$ cat config.mk
export PLATFORM = sky130hd
export DESIGN_NAME = spi_command_sequencer
export DESIGN_NICKNAME = d
export VERILOG_FILES = /design/src/rtl/spi_command_sequencer.sv
export SDC_FILE = /design/constraint.sdc
export NUM_CORES = 1
export LEC_CHECK = 0
export BUFFER_PORTS_ARGS = -buffer_cell sky130_fd_sc_hd__buf_4
export CORE_MARGIN = 10
export CORE_UTILIZATION = 29
export CTS_CLUSTER_SIZE = 30
export DETAILED_ROUTE_END_ITERATION = 10
export HOLD_SLACK_MARGIN = 0.03
export PLACE_DENSITY = 0.44
export SYNTH_ARGS = -nofsm -noshare
export SYNTH_HDL_FRONTEND = slang
export SYNTH_SLANG_ARGS = --single-unit
$ cat constraint.sdc
create_clock -name fabric_clk -period 7.82 [get_ports fabric_clk]
set_clock_uncertainty 0.15 [all_clocks]
set_input_delay 0.391 -clock fabric_clk [delete_from_list [all_inputs] [get_ports fabric_clk]]
set_output_delay 0.391 -clock fabric_clk [all_outputs]
set_load 0.05 [all_outputs]
$ cat src/rtl/spi_command_sequencer.sv
// Buffers host SPI commands in a small FIFO and runs them one at a time on an SPI engine,
// returning captured read data, a read timeout or a length error per command, in order.
module spi_command_sequencer #(
  parameter int DATA_WIDTH            = 32,
  parameter int TRANSACTION_LEN_WIDTH = 6,
  parameter int QUEUE_DEPTH           = 4,
  parameter int TIMEOUT_CYCLES        = 4096,
  parameter int GAP_CYCLES            = 256
) (
  input  logic                             fabric_clk,
  input  logic                             reset_n,
  input  logic                             cmd_valid,
  output logic                             cmd_ready,
  input  logic [TRANSACTION_LEN_WIDTH-1:0] cmd_length,
  input  logic [DATA_WIDTH-1:0]            cmd_data,
  input  logic [DATA_WIDTH-1:0]            cmd_rw_mask,
  output logic                             rsp_valid,
  input  logic                             rsp_ready,
  output logic [DATA_WIDTH-1:0]            rsp_data,
  output logic [1:0]                       rsp_error,
  output logic [TRANSACTION_LEN_WIDTH-1:0] transaction_length,
  output logic [DATA_WIDTH-1:0]            transaction_data,
  output logic [DATA_WIDTH-1:0]            transaction_rw_mask,
  input  logic                             spi_read_valid,
  input  logic [DATA_WIDTH-1:0]            spi_read_data,
  output logic                             busy
);
  localparam int PTR_W   = $clog2(QUEUE_DEPTH);
  localparam int CNT_MAX = (TIMEOUT_CYCLES > GAP_CYCLES) ? TIMEOUT_CYCLES : GAP_CYCLES;
  localparam int CNT_W   = $clog2(CNT_MAX) + 1;
  localparam int ENTRY_W = TRANSACTION_LEN_WIDTH + 2 * DATA_WIDTH;

  localparam logic [CNT_W-1:0] TIMEOUT_LAST = CNT_W'(TIMEOUT_CYCLES - 1);
  localparam logic [CNT_W-1:0] GAP_LAST     = CNT_W'(GAP_CYCLES - 1);
  localparam logic [CNT_W-1:0] CNT_ONE      = CNT_W'(1);
  localparam logic [PTR_W-1:0] PTR_ONE      = PTR_W'(1);
  localparam logic [PTR_W:0]   LVL_ONE      = (PTR_W + 1)'(1);
  localparam logic [PTR_W:0]   LVL_FULL     = (PTR_W + 1)'(QUEUE_DEPTH);

  typedef enum logic [2:0] {
    IDLE      = 3'd0,
    CHECK     = 3'd1,
    ISSUE     = 3'd2,
    WAIT_READ = 3'd3,
    WAIT_GAP  = 3'd4,
    RESPOND   = 3'd5
  } state_t;

  logic [ENTRY_W-1:0] mem_q [QUEUE_DEPTH];
  logic [PTR_W-1:0]   wr_ptr_q, wr_ptr_d, rd_ptr_q, rd_ptr_d;
  logic [PTR_W:0]     level_q, level_d;
  logic               push, pop;

  state_t                           state_q, state_d;
  logic [TRANSACTION_LEN_WIDTH-1:0] len_q, len_d;
  logic [DATA_WIDTH-1:0]            data_q, data_d, mask_q, mask_d;
  logic                             has_read_q, has_read_d;
  logic [CNT_W-1:0]                 cnt_q, cnt_d;
  logic                             rsp_valid_q, rsp_valid_d;
  logic [DATA_WIDTH-1:0]            rsp_data_q, rsp_data_d;
  logic [1:0]                       rsp_error_q, rsp_error_d;
  logic [TRANSACTION_LEN_WIDTH-1:0] tx_len_q, tx_len_d;
  logic [DATA_WIDTH-1:0]            tx_data_q, tx_data_d, tx_mask_q, tx_mask_d;

  logic                  len_bad;
  logic [DATA_WIDTH-1:0] field_mask;
  logic                  has_read;

  assign push      = cmd_valid & cmd_ready;
  assign cmd_ready = (level_q != LVL_FULL);
  assign busy      = (level_q != '0) || (state_q != IDLE);

  // Only the top len bits of the mask are transferred; a 0 there means the engine returns read data.
  assign len_bad    = (len_q == '0) || (32'(len_q) > 32'(DATA_WIDTH));
  assign field_mask = ~({DATA_WIDTH{1'b1}} >> len_q);
  assign has_read   = |(field_mask & ~mask_q);

  assign rsp_valid           = rsp_valid_q;
  assign rsp_data            = rsp_data_q;
  assign rsp_error           = rsp_error_q;
  assign transaction_length  = tx_len_q;
  assign transaction_data    = tx_data_q;
  assign transaction_rw_mask = tx_mask_q;

  // Command storage; contents need no reset because the level counter qualifies every read.
  always_ff @(posedge fabric_clk) begin
    if (push) begin
      mem_q[wr_ptr_q] <= {cmd_length, cmd_data, cmd_rw_mask};
    end
  end

  // Queue pointer and fill-level update.
  always_comb begin
    wr_ptr_d = wr_ptr_q;
    rd_ptr_d = rd_ptr_q;
    level_d  = level_q;
    if (push) begin
      wr_ptr_d = wr_ptr_q + PTR_ONE;
    end else begin
      wr_ptr_d = wr_ptr_q;
    end
    if (pop) begin
      rd_ptr_d = rd_ptr_q + PTR_ONE;
    end else begin
      rd_ptr_d = rd_ptr_q;
    end
    case ({push, pop})
      2'b10:   level_d = level_q + LVL_ONE;
      2'b01:   level_d = level_q - LVL_ONE;
      default: level_d = level_q;
    endcase
  end

  // Sequencer next-state and output logic.
  always_comb begin
    state_d     = state_q;
    len_d       = len_q;
    data_d      = data_q;
    mask_d      = mask_q;
    has_read_d  = has_read_q;
    cnt_d       = cnt_q;
    rsp_valid_d = rsp_valid_q;
    rsp_data_d  = rsp_data_q;
    rsp_error_d = rsp_error_q;
    tx_len_d    = '0;
    tx_data_d   = tx_data_q;
    tx_mask_d   = tx_mask_q;
    pop         = 1'b0;
    case (state_q)
      IDLE: begin
        if (level_q != '0) begin
          pop                    = 1'b1;
          {len_d, data_d, mask_d} = mem_q[rd_ptr_q];
          state_d                = CHECK;
        end else begin
          state_d = IDLE;
        end
      end
      CHECK: begin
        if (len_bad) begin
          rsp_valid_d = 1'b1;
          rsp_data_d  = '0;
          rsp_error_d = 2'b01;
          state_d     = RESPOND;
        end else begin
          has_read_d = has_read;
          tx_len_d   = len_q;
          tx_data_d  = data_q;
          tx_mask_d  = mask_q;
          state_d    = ISSUE;
        end
      end
      ISSUE: begin
        cnt_d   = '0;
        state_d = has_read_q ? WAIT_READ : WAIT_GAP;
      end
      WAIT_READ: begin
        if (spi_read_valid) begin
          rsp_valid_d = 1'b1;
          rsp_data_d  = spi_read_data;
          rsp_error_d = 2'b00;
          state_d     = RESPOND;
        end else if (cnt_q == TIMEOUT_LAST) begin
          rsp_valid_d = 1'b1;
          rsp_data_d  = '0;
          rsp_error_d = 2'b10;
          state_d     = RESPOND;
        end else begin
          cnt_d = cnt_q + CNT_ONE;
        end
      end
      WAIT_GAP: begin
        if (cnt_q == GAP_LAST) begin
          rsp_valid_d = 1'b1;
          rsp_data_d  = '0;
          rsp_error_d = 2'b00;
          state_d     = RESPOND;
        end else begin
          cnt_d = cnt_q + CNT_ONE;
        end
      end
      RESPOND: begin
        if (rsp_ready) begin
          rsp_valid_d = 1'b0;
          state_d     = IDLE;
        end else begin
          state_d = RESPOND;
        end
      end
      default: state_d = IDLE;
    endcase
  end

  // State and output registers with synchronous active-low reset.
  always_ff @(posedge fabric_clk) begin
    if (!reset_n) begin
      wr_ptr_q    <= '0;
      rd_ptr_q    <= '0;
      level_q     <= '0;
      state_q     <= IDLE;
      len_q       <= '0;
      data_q      <= '0;
      mask_q      <= '0;
      has_read_q  <= 1'b0;
      cnt_q       <= '0;
      rsp_valid_q <= 1'b0;
      rsp_data_q  <= '0;
      rsp_error_q <= 2'b00;
      tx_len_q    <= '0;
      tx_data_q   <= '0;
      tx_mask_q   <= '0;
    end else begin
      wr_ptr_q    <= wr_ptr_d;
      rd_ptr_q    <= rd_ptr_d;
      level_q     <= level_d;
      state_q     <= state_d;
      len_q       <= len_d;
      data_q      <= data_d;
      mask_q      <= mask_d;
      has_read_q  <= has_read_d;
      cnt_q       <= cnt_d;
      rsp_valid_q <= rsp_valid_d;
      rsp_data_q  <= rsp_data_d;
      rsp_error_q <= rsp_error_d;
      tx_len_q    <= tx_len_d;
      tx_data_q   <= tx_data_d;
      tx_mask_q   <= tx_mask_d;
    end
  end

endmodule

==> impl_metrics.ini <==
[cells_and_area]
nFillCells = 5851
area_delta_synth_final_pct = 29.2
final_cell_mix = nand2_1 (287), edfxtp_1 (280), buf_4 (224)
layout_commonest_cell = nand2_1
nets = 1705
final-seq-area_um2 = 12400
multi_input_area_um2 = 5270
fin_util_pct = 37.8
final_layout_size_suffix_gt1_share_pct = 24.0
final_cells = 2474

[sta]
max_freq_ghz = 0.317
post-route-period-util_pct = 40.4
layout_min_cycle_time_ns = 3.16
finalHoldViolCount = 0
slew_headroom_pct = 34.4
setup_slack_ns = 4.66
rsz0062_at_grt = false
setup_viol = 0
tightest_slew_ns = 0.984
slew_violations = 0
finalSetupTns_ns = 0

[placement]
portBuffers = 213
numPlacedInstances = 2268
gp_congestion = 0.781
place_hpwl_um = 29700
place_worst_setup_slack_ns = 4.57

[setup_path]
cp_top_family = simple AND/OR/NAND/NOR gates
crit_chain = nor3_1 -> nand2b_4 -> clkinv_2 -> buf_4 -> nand2_1 -> xnor2_1 -> and2_1
worst-path-buf-inv = 2
reg2regPathDepth = 7
worst_ep_arrival_time_ns = 3.50
worstPathRequired_ns = 8.16
crit_cells = 7
worst-path-max-fanout = 73
critPathKind = reg2reg
worst_setup_path_start_kind = flip-flop
crit_path_end_kind = flip-flop
slowest_stage = buf_4
slowest_delay_ns = 0.70

[clock_tree]
path_clk_slew_ns = 0.06
numClockSinks = 479
clock_path_buffers = 3
cts_tree = yes
cts-htree-levels = 2
cts_root_buffer = clkbuf_16
cts_resized = 0
cts-buffers-inserted = 54
clkLatencyLatePin_ns = 0.61

[run]
drv_cap = 0

[logic_synthesis]
ys_seq_elements = 479
synthesis.nets = 1403
seq_area_frac_synth_pct = 68.8
syn_inst = 1289
ys.flop_type = edfxtp_1
synth_edf_count = 280
synthesis.area_um2 = 18000
synth.distinct_cells = 62
synthArstFlopShare_pct = 0
yosysWarnings = 0
avgSynthCellArea_um2 = 14.0

[global_routing]
grt_pass1_vias = 11700
grt_overflow = 0
grt_first_pass_wirelength_um = 74500
antenna_found_initial = 1
groute.usage.overall_pct = 13.1
grt_max_degree = 92

[floorplanning]
coreArea_um2 = 61600
dieWidth_um = 269
ios = 214
initial_utilization_pct = 29.3
dieArea_um2 = 72500
core.rowCount = 91
die_y_um = 269

[drt]
ant_nets = 0
first_pass_iters = 6
route.detailed.drc = 0
drt-initial-drc-count = 787
vias = 11300
totalWireLength_um = 48500
wl_per_cell_um = 19.6
avgViaCountPerCell = 4.56

[worst_hold_path]
min_path_cells = 4
hold_path.class = in2reg

[power]
power_mw = 7.64
power_density_nw_per_um2 = 328
peakVddDrop_v = 0.000175
p_leak_nw = 8.11

[status]
status = finished clean
==> worst min-delay path, delay by kind of cell <==
family / cells / cell delay, ns
AO/OA/AOI/OAI: 1 / 0.06
buffers and inverters: 1 / 0.13
AND/OR/NAND/NOR: 2 / 0.24
==> cell usage after synthesis (15+ instances only) <==
cell	n	area [um^2]
mux4_2	70	1580
a21oi_1	15	75.1
nor2_1	17	63.8
clkbuf_1	67	251
a21boi_0	139	1040
and3_1	19	119
dfxtp_1	199	3980
nand2_1	287	1080
edfxtp_1	280	8410
a22o_1	32	280
o21ai_0	23	115
inv_1	16	60.1
==> sequential cells by signal (all words and copies together) (netlist names) <==
| name | cells |
|---|---|
| cnt_q | 13 |
| data_q | 32 |
| has_read_q | 1 |
| len_q | 6 |
| level_q | 3 |
| mask_q | 32 |
| mem_q | 280 |
| rd_ptr_q | 2 |
| rsp_data | 32 |
| rsp_error | 2 |
| rsp_valid | 1 |
| state_q | 3 |
| transaction_data | 32 |
| transaction_length | 6 |
| transaction_rw_mask | 32 |
| wr_ptr_q | 2 |
==> what timing repair did <==
item,in CTS,in global routing
hold buffers,104,0
setup buffers,0,0
endpoints found under the hold margin,314,0
==> kinds of logic (layout without fill, tap and decap cells) <==
group | after synthesis | count (layout) | share of synthesized area [%]
flip-flops | 479 | 479 | 68.8
AND/OR/NAND/NOR | 382 | 382 | 9.08
AO/OA/AOI/OAI | 240 | 240 | 10.0
buffers and inverters | 99 | 446 | 2.25
multiplexers | 70 | 70 | 8.75
XOR/XNOR | 11 | 11 | 0.535
adder cells (fa/ha/maj) | 8 | 8 | 0.583
other | 0 | 1 | 0
==> layer usage <==
layer	routed length, um	GRT usage (%)	vias to the layer above
li1	-	-	5346
met1	23100	17.8	5623
met2	22100	20.7	242
met3	2380	2.90	64
met4	939	3.74	2
met5	17	0	-
==> cell type report <==
cell class | instances | area share, %
flip-flops and latches | 479 | 53.3
repair buffers | 328 | 11.7
clock inverters | 33 | 1.45
clock buffers | 68 | 6.17
multi-input cells | 711 | 22.6
inverters | 17 | 0.280
well taps | 837 | 4.50
diodes | 1 | 0.0108
==> where the power goes <==
group	switching, mW	internal, mW
Sequential	0.332	3.06
Combinational	1.04	0.666
Clock	1.04	1.50
==> final timing paths <==
| path | start | end | slack (ns) |
|---|---|---|---|
| worst max register to register | state_q[0] | rd_ptr_q[1] | 4.66 |
| worst min-delay path | cmd_valid | wr_ptr_q[1] | 0.12 |
| worst max-delay path | state_q[0] | rd_ptr_q[1] | 4.66 |
| worst min register to register | data_q[20] | transaction_data[20] | 0.31 |
==> metrics by stage <==
stage	instance area (um^2)	hold slack, ns
after floorplan	18000	0.291
after global placement	20500	0.303
after detailed placement	20500	0.309
after CTS	23300	0.0753
after global routing	23300	0.131
final	23300	0.121
Note: power is estimated with default switching activity, not from simulation.
